$ cat src/rtl/alu_arbiter_pkg.sv
// Shared definitions for the two-port XOR arbiter: FSM encoding and default operand width.
`timescale 1ns/1ps
package alu_arbiter_pkg;
    localparam int WIDTH_DEF = 3;

    typedef enum logic [1:0] {
        IDLE = 2'd0,
        EXEC = 2'd1,
        RESP = 2'd2
    } state_t;
endpackage

$ cat src/rtl/alu_arbiter_xor_alu.sv
// Combinational XOR unit; rst forces a zero result.
`timescale 1ns/1ps
module xor_alu
    import alu_arbiter_pkg::*;
#(
    parameter int WIDTH = WIDTH_DEF
) (
    input  logic             rst,
    input  logic [WIDTH-1:0] a,
    input  logic [WIDTH-1:0] b,
    output logic [WIDTH-1:0] y
);
    assign y = rst ? '0 : (a ^ b);
endmodule

$ cat src/rtl/alu_arbiter.sv
// Round-robin arbiter granting two requesters a shared XOR ALU through an IDLE/EXEC/RESP FSM.
`timescale 1ns/1ps
module alu_arbiter
    import alu_arbiter_pkg::*;
#(
    parameter int WIDTH = WIDTH_DEF,
    parameter int CNT_W = 8
) (
    input  logic             clk,
    input  logic             rst,
    input  logic             req0,
    input  logic [WIDTH-1:0] a0,
    input  logic [WIDTH-1:0] b0,
    input  logic             req1,
    input  logic [WIDTH-1:0] a1,
    input  logic [WIDTH-1:0] b1,
    output logic             gnt0,
    output logic             gnt1,
    output logic             done0,
    output logic             done1,
    output logic [WIDTH-1:0] result,
    output logic             busy,
    output logic [CNT_W-1:0] ops_count
);
    state_t           state, state_nxt;
    logic             last;
    logic             pick;
    logic             any_req;
    logic [WIDTH-1:0] op_a, op_b, alu_y;

    // last doubles as the winner of the operation in flight
    always_comb begin
        state_nxt = state;
        any_req   = req0 | req1;
        pick      = (req0 && req1) ? ~last : req1;
        case (state)
            IDLE:    if (any_req) state_nxt = EXEC;
            EXEC:    state_nxt = RESP;
            RESP:    state_nxt = IDLE;
            default: state_nxt = IDLE;
        endcase
    end

    always_ff @(posedge clk or negedge rst) begin
        if (!rst) state <= IDLE;
        else      state <= state_nxt;
    end

    always_ff @(posedge clk or negedge rst) begin
        if (!rst) begin
            op_a      <= '0;
            op_b      <= '0;
            last      <= 1'b1;
            gnt0      <= 1'b0;
            gnt1      <= 1'b0;
            done0     <= 1'b0;
            done1     <= 1'b0;
            result    <= '0;
            ops_count <= '0;
        end else begin
            case (state)
                IDLE: begin
                    if (any_req) begin
                        op_a <= pick ? a1 : a0;
                        op_b <= pick ? b1 : b0;
                        gnt0 <= ~pick;
                        gnt1 <= pick;
                        last <= pick;
                    end
                end
                EXEC: begin
                    result <= alu_y;
                    gnt0   <= 1'b0;
                    gnt1   <= 1'b0;
                    done0  <= ~last;
                    done1  <= last;
                    if (ops_count != '1) ops_count <= ops_count + CNT_W'(1);
                end
                RESP: begin
                    done0 <= 1'b0;
                    done1 <= 1'b0;
                end
                default: ;
            endcase
        end
    end

    assign busy = (state != IDLE);

    xor_alu #(.WIDTH(WIDTH)) u_alu (
        .rst (1'b0),
        .a   (op_a),
        .b   (op_b),
        .y   (alu_y)
    );
endmodule

$ cat config.mk
export PLATFORM = sky130hd
export DESIGN_NAME = alu_arbiter
export DESIGN_NICKNAME = d
export VERILOG_FILES = /design/src/rtl/alu_arbiter_pkg.sv /design/src/rtl/alu_arbiter_xor_alu.sv /design/src/rtl/alu_arbiter.sv
export SDC_FILE = /design/constraint.sdc
export NUM_CORES = 1
export LEC_CHECK = 0
export CAP_MARGIN = 20
export CORE_MARGIN = 2
export CORE_UTILIZATION = 47
export CTS_CLUSTER_SIZE = 12
export DETAILED_ROUTE_END_ITERATION = 6
export PLACE_DENSITY = 0.79
export SLEW_MARGIN = 25
export SYNTH_ARGS = -nofsm -noshare
export SYNTH_HDL_FRONTEND = slang
export SYNTH_SLANG_ARGS = --single-unit
$ cat constraint.sdc
create_clock -name clk -period 1.8 [get_ports clk]
set_input_delay 0.45 -clock clk [delete_from_list [all_inputs] [get_ports clk]]
set_output_delay 0.45 -clock clk [all_outputs]
set_load 0.01 [all_outputs]
Word level (Yosys, flattened, before mapping). Index checks and enable logic that the tools add are counted.

Register bits after elaboration: 24. Output and inout bits: 16.

Add/subtract/negate cells: 1. Equality and inequality tests: 4. Muxes and demuxes: 11. Bitwise operators: 4. Reductions and logical operators: 8.

Operators with widths (number): adder 8 x 1 -> 8 bit (second input constant) (1); inequality test 8 bit (second input constant) (1); case mux 1 bit (2 select lines) (4); two-way mux 3 bit (2); AND reduction 2 bit (3); nonzero test 2 bit (3); case mux 2 bit (2 select lines) (1); two-way mux 1 bit (3); bitwise XOR 3 bit (1); equality test 2 x 1 -> 1 bit (second input constant) (1); equality test 2 bit (second input constant) (1); logical NOT 2 bit (1); two-way mux 2 bit (1); inequality test 2 bit (second input constant) (1); NOT 1 bit (2); logical AND 1 bit (1); bitwise OR 1 bit (1).

Longest topological paths before layout.
Depth in word-level cells: 5. Mapped depth: 7. Gate-level depth less buffers: 5.

Modules after synthesis. From an unflattened synthesis, not the netlist that was laid out.

Cells, all modules: 115. Area, all modules: 1224.9 um^2.

By module, submodules not included: alu_arbiter (times used 1, cells an instance 109, area each 1187.4 um^2, seq. area each 601.8 um^2); xor_alu (times used 1, cells an instance 6, area each 37.5 um^2, seq. area each 0.0 um^2).

Worst setup path after synthesis. Ideal clock, no wire load.

Path kind: flip-flop to flip-flop. From: register state[0]. To: register state[0]. Library setup time: 0.125 ns. Arrival time: 1.336 ns. Required time: 1.675 ns. Slack: 0.339 ns. Stages on the path, launching flop included: 6. Buffers on the path: 1. Cells stage by stage: dfrtp_1 inv_1 ha_1 buf_2 nor3b_2 mux2_2.

Cells in the longest elaborated chain, start to end: 2.

RTL lines: start: declaration (RTL line alu_arbiter.sv:25) `state_t state, state_nxt;`; start signal: assignment (RTL line alu_arbiter.sv:46) `else state <= state_nxt;`; equality test 2 x 1 -> 1 bit / logical NOT 2 bit (equally long branches) (RTL line alu_arbiter.sv:36) `case (state)`; case mux 2 bit (2 select lines) / inequality test 2 bit (equally long branches).

Parallel ways exist; a longest one is shown, timed or not. A chain may end at the register's enable or synchronous reset.

Worst setup path in the final report.
From: register ops_count[5]. To: output ops_count[5].

RTL lines: start: declaration (RTL line alu_arbiter.sv:23) `output logic [CNT_W-1:0] ops_count`; start signal: assignment (RTL line alu_arbiter.sv:77) `if (ops_count != '1) ops_count <= ops_count + CNT_W'(1);`.

No word-level cell between the ends.

==> results by group <==
CTS
  – Clk root buf: clkbuf_4
  – Clk Latency, worst-skew pair: 0.32 ns
  – CTS tree: yes
  – Max clock buf depth: 2
  – Hold buffer count at CTS: 0
  – Worst-path clk slew: roughly 0.15 ns
  – Clock sinks: 24
  – H-tree lvl count: 1
  – Num CTS Buffers: 3

Timing
  – Tcrit/Tclk final: a little over nine tenths
  – Slew @ Worst Pin: between 0.3 and 0.4 ns
  – Final hold viol count: 0
  – Max-slew violations: 0
  – Final setup viols: 0
  – FMAX: 0.5665 GHz
  – Final Worst Setup Slack: about 0.035 ns
  – Skew final: around 0.013 ns
  – Rel. slew slack: 76.73%
  – Min Tclk post-route: 1.765 ns
  – Min Hold Slack: just under 0.5 ns

GRT
  – GRT Util Overall: a little under 20%
  – Initial antenna violation count: 0
  – First-pass GRT wire length: roughly 4.2 mm
  – Vias in the first global route: between 900 and 1000
  – GRT overflow: 0
  – Largest net degree at the start of global routing: 25

Critical path
  – Bufs and invs on worst path: 1
  – CP startpoint kind: flop
  – Worst Setup Path Type: reg -> out
  – Setup crit end kind: primary output
  – Req. time, crit path: 1.35 ns
  – Crit path DAT: approximately 1.3 ns
  – Worst-path maximum fanout: 5
  – Critical Path, Cell by Cell: clkdlybuf4s50_1
  – Cell family with the largest share of critical-path delay: buffers and inverters
  – Slowest stage delay, CP: about 0.56 ns
  – Critical path's slowest cell: clkdlybuf4s50_1

Logic synthesis
  – Number of synthesized flops with an enable pin: 0
  – Post-synth top cells: dfrtp_1 (23), nand2_1 (11), a21oi_1 (9)
  – Syn Area/Cell: between 10 and 15 um2
  – Count leader, synth: dfrtp_1
  – Post-synthesis async set-or-reset flop share: 100.0%
  – Post-synthesis cell area: roughly 0.0012 mm2
  – Ys flop type: dfrtp_1
  – Sequential fraction of the synthesis area: between 40% and 50%
  – Syn_nets: roughly 140
  – Ys Warns: 0
  – Register bit total from synthesis: 24
  – Post-Synthesis Cells: around 110
  – Post-synth top area cell: dfrtp_1
  – Unique masters post-synth: 36
  – Top cells by area, synth: dfrtp_1 (48%), ha_1 (5.2%), mux2i_1 (5.0%)
  – Synth top area share: a little under half

Floorplanning
  – Die ar.: between 0.002 and 0.003 mm2
  – Die height: between 50 and 60 um
  – Initial core utilization: around 49%
  – Core area: ~0.0025 mm2
  – Std-Cell Rows: 18
  – Die width: 54.66 um
  – IO Pins: 32

Detailed routing
  – First DRT Iteration DRCs: 18
  – Routed len/inst: between 10 and 15 um
  – Drt via density: about 5.2
  – Total routed wirelength: about 2.7 mm
  – DRT antenna net count: 0
  – Vias: 1017
  – Iteration count of the initial detailed-routing pass: 4
  – DRC violations left: 0

Pwr
  – Cell Pwr Density: between 1500 and 2000 mW/mm2
  – LEAKAGE: between 0.7 and 0.8 nW
  – Cell-internal power: around 1.9 mW
  – Combinational power share: approximately 50%
  – Flop pwr share: 35.0%
  – Worst IR drop on VDD: approximately 1.1 mV
  – Clk pwr share: about 14%
  – Sw Share: between 30% and 40%
  – P_sw: between 1 and 1.5 mW
  – Final Total Pwr: 2.874 mW

Cells and area
  – Fin nets: about 190
  – ANT cells: 0
  – Fillers: 197
  – Multi-input logic area: approximately 570 um2
  – Share of layout cells above drive strength 1: 23.03%
  – Fin area: 0.001744 mm2
  – Area Growth Syn to Fin: 44.61%
  – Reg area: around 610 um2

Run status
  – Outcome: completed

Min path
  – HP Class: in -> async

Placement
  – Half-perimeter wire length after detailed placement: approximately 1.8 mm
  – Setup slack at placement: -0.06258 ns
  – I/O Buffers: 31
  – Area after DPL: roughly 0.0016 mm2
  – Global placer's final weighted congestion: about 0.74

Run
  – Max Cap Violations: 0
-- sequential cells by signal (all words and copies together) (netlist names) --
| signal | count |
|---|---|
| result | 3 |
| state | 2 |
| done1 | 1 |
| ops_count | 8 |
| gnt0 | 1 |
| gnt1 | 1 |
| done0 | 1 |
| last | 1 |
| op_b | 3 |
| op_a | 3 |
-- per-layer routing --
layer / wire length [um] / up-vias / share of wire, % / track usage (%)
li1: - / 504 / - / -
met1: 1247 / 494 / 46 / 25.43
met2: 1392 / 17 / 51 / 31.94
met3: 70 / 2 / 2.6 / 3.005
met4: 19 / 0 / 0.70 / 7.500
met5: 0 / - / 0 / 0
-- cells by family after synthesis --
group | share of synthesized area, %
mux | 8.714
simple gates | 15.25
compound gates | 14.94
flops | 49.90
fa+ha+maj | 5.187
buf+inv | 3.112
xor+xnor | 2.904
-- power by group through the flow --
stage          Clock, mW  Combinational, mW  Sequential [mW]
2_1_floorplan          0              0.676             1.05
3_3_place_gp           0               1.23             1.01
3_5_place_dp           0               1.27             1.03
4_1_cts            0.400               1.30             1.02
5_1_grt            0.421               1.63             1.04
6_report           0.397               1.47             1.00
-- worst paths after layout --
check | start | endpoint | slack, ns | cells after the start
setup / recovery | ops_count[5] | ops_count[5] | 0.03 | 1
hold / removal | rst | gnt1 | 0.48 | 2
setup reg to reg | state[0] | ops_count[7] | 0.29 | 5
hold reg to reg | op_a[0] | op_a[0] | 0.52 | 2
max in group asynchronous | rst | last | 1.04 | 2
min in group clk | op_a[0] | op_a[0] | 0.52 | 2
-- layout by cell type, fill, tap and decap left out, types with 2 or more instances in the layout --
master,instances
mux2i_1,6
dfrtp_2,3
nand2_1,11
nand3_1,2
dfrtp_1,20
xnor2_1,4
and3_1,3
inv_1,3
mux2_1,2
ha_1,4
clkbuf_4,3
mux2_2,2
a21oi_1,9
clkdlybuf4s50_1,30
inv_2,2
buf_4,20
o21ai_0,4
a31oi_1,2
nor2_1,6
o21ai_1,6
and4_1,2
-- layout make-up --
class | count | area share [%]
Inverter | 5 | 1.076
Sequential cell | 24 | 34.72
Multi-Input combinational cell | 81 | 32.64
Clock buffer | 3 | 1.291
Timing Repair Buffer | 51 | 26.40
Clock inverter | 1 | 1.722
Tap cell | 30 | 2.152
-- through the flow --
| step | std cells | utilization (%) | TNS [ns] |
|---|---|---|---|
| after detailed placement | 177 | 64.37 | -0.2762 |
| after global routing | 195 | 71.05 | -0.009593 |
| after global placement | 177 | 64.37 | 0 |
| after CTS | 183 | 67.18 | 0 |
| after floorplan | 114 | - | 0 |
| final | 195 | 71.05 | 0 |
-- repair_timing --
item,4_1_cts,5_1_grt
setup buffers,2,12
setup endpoints to repair,3,7
resized for setup,3,5
Note: power is estimated with default switching activity, not from simulation.
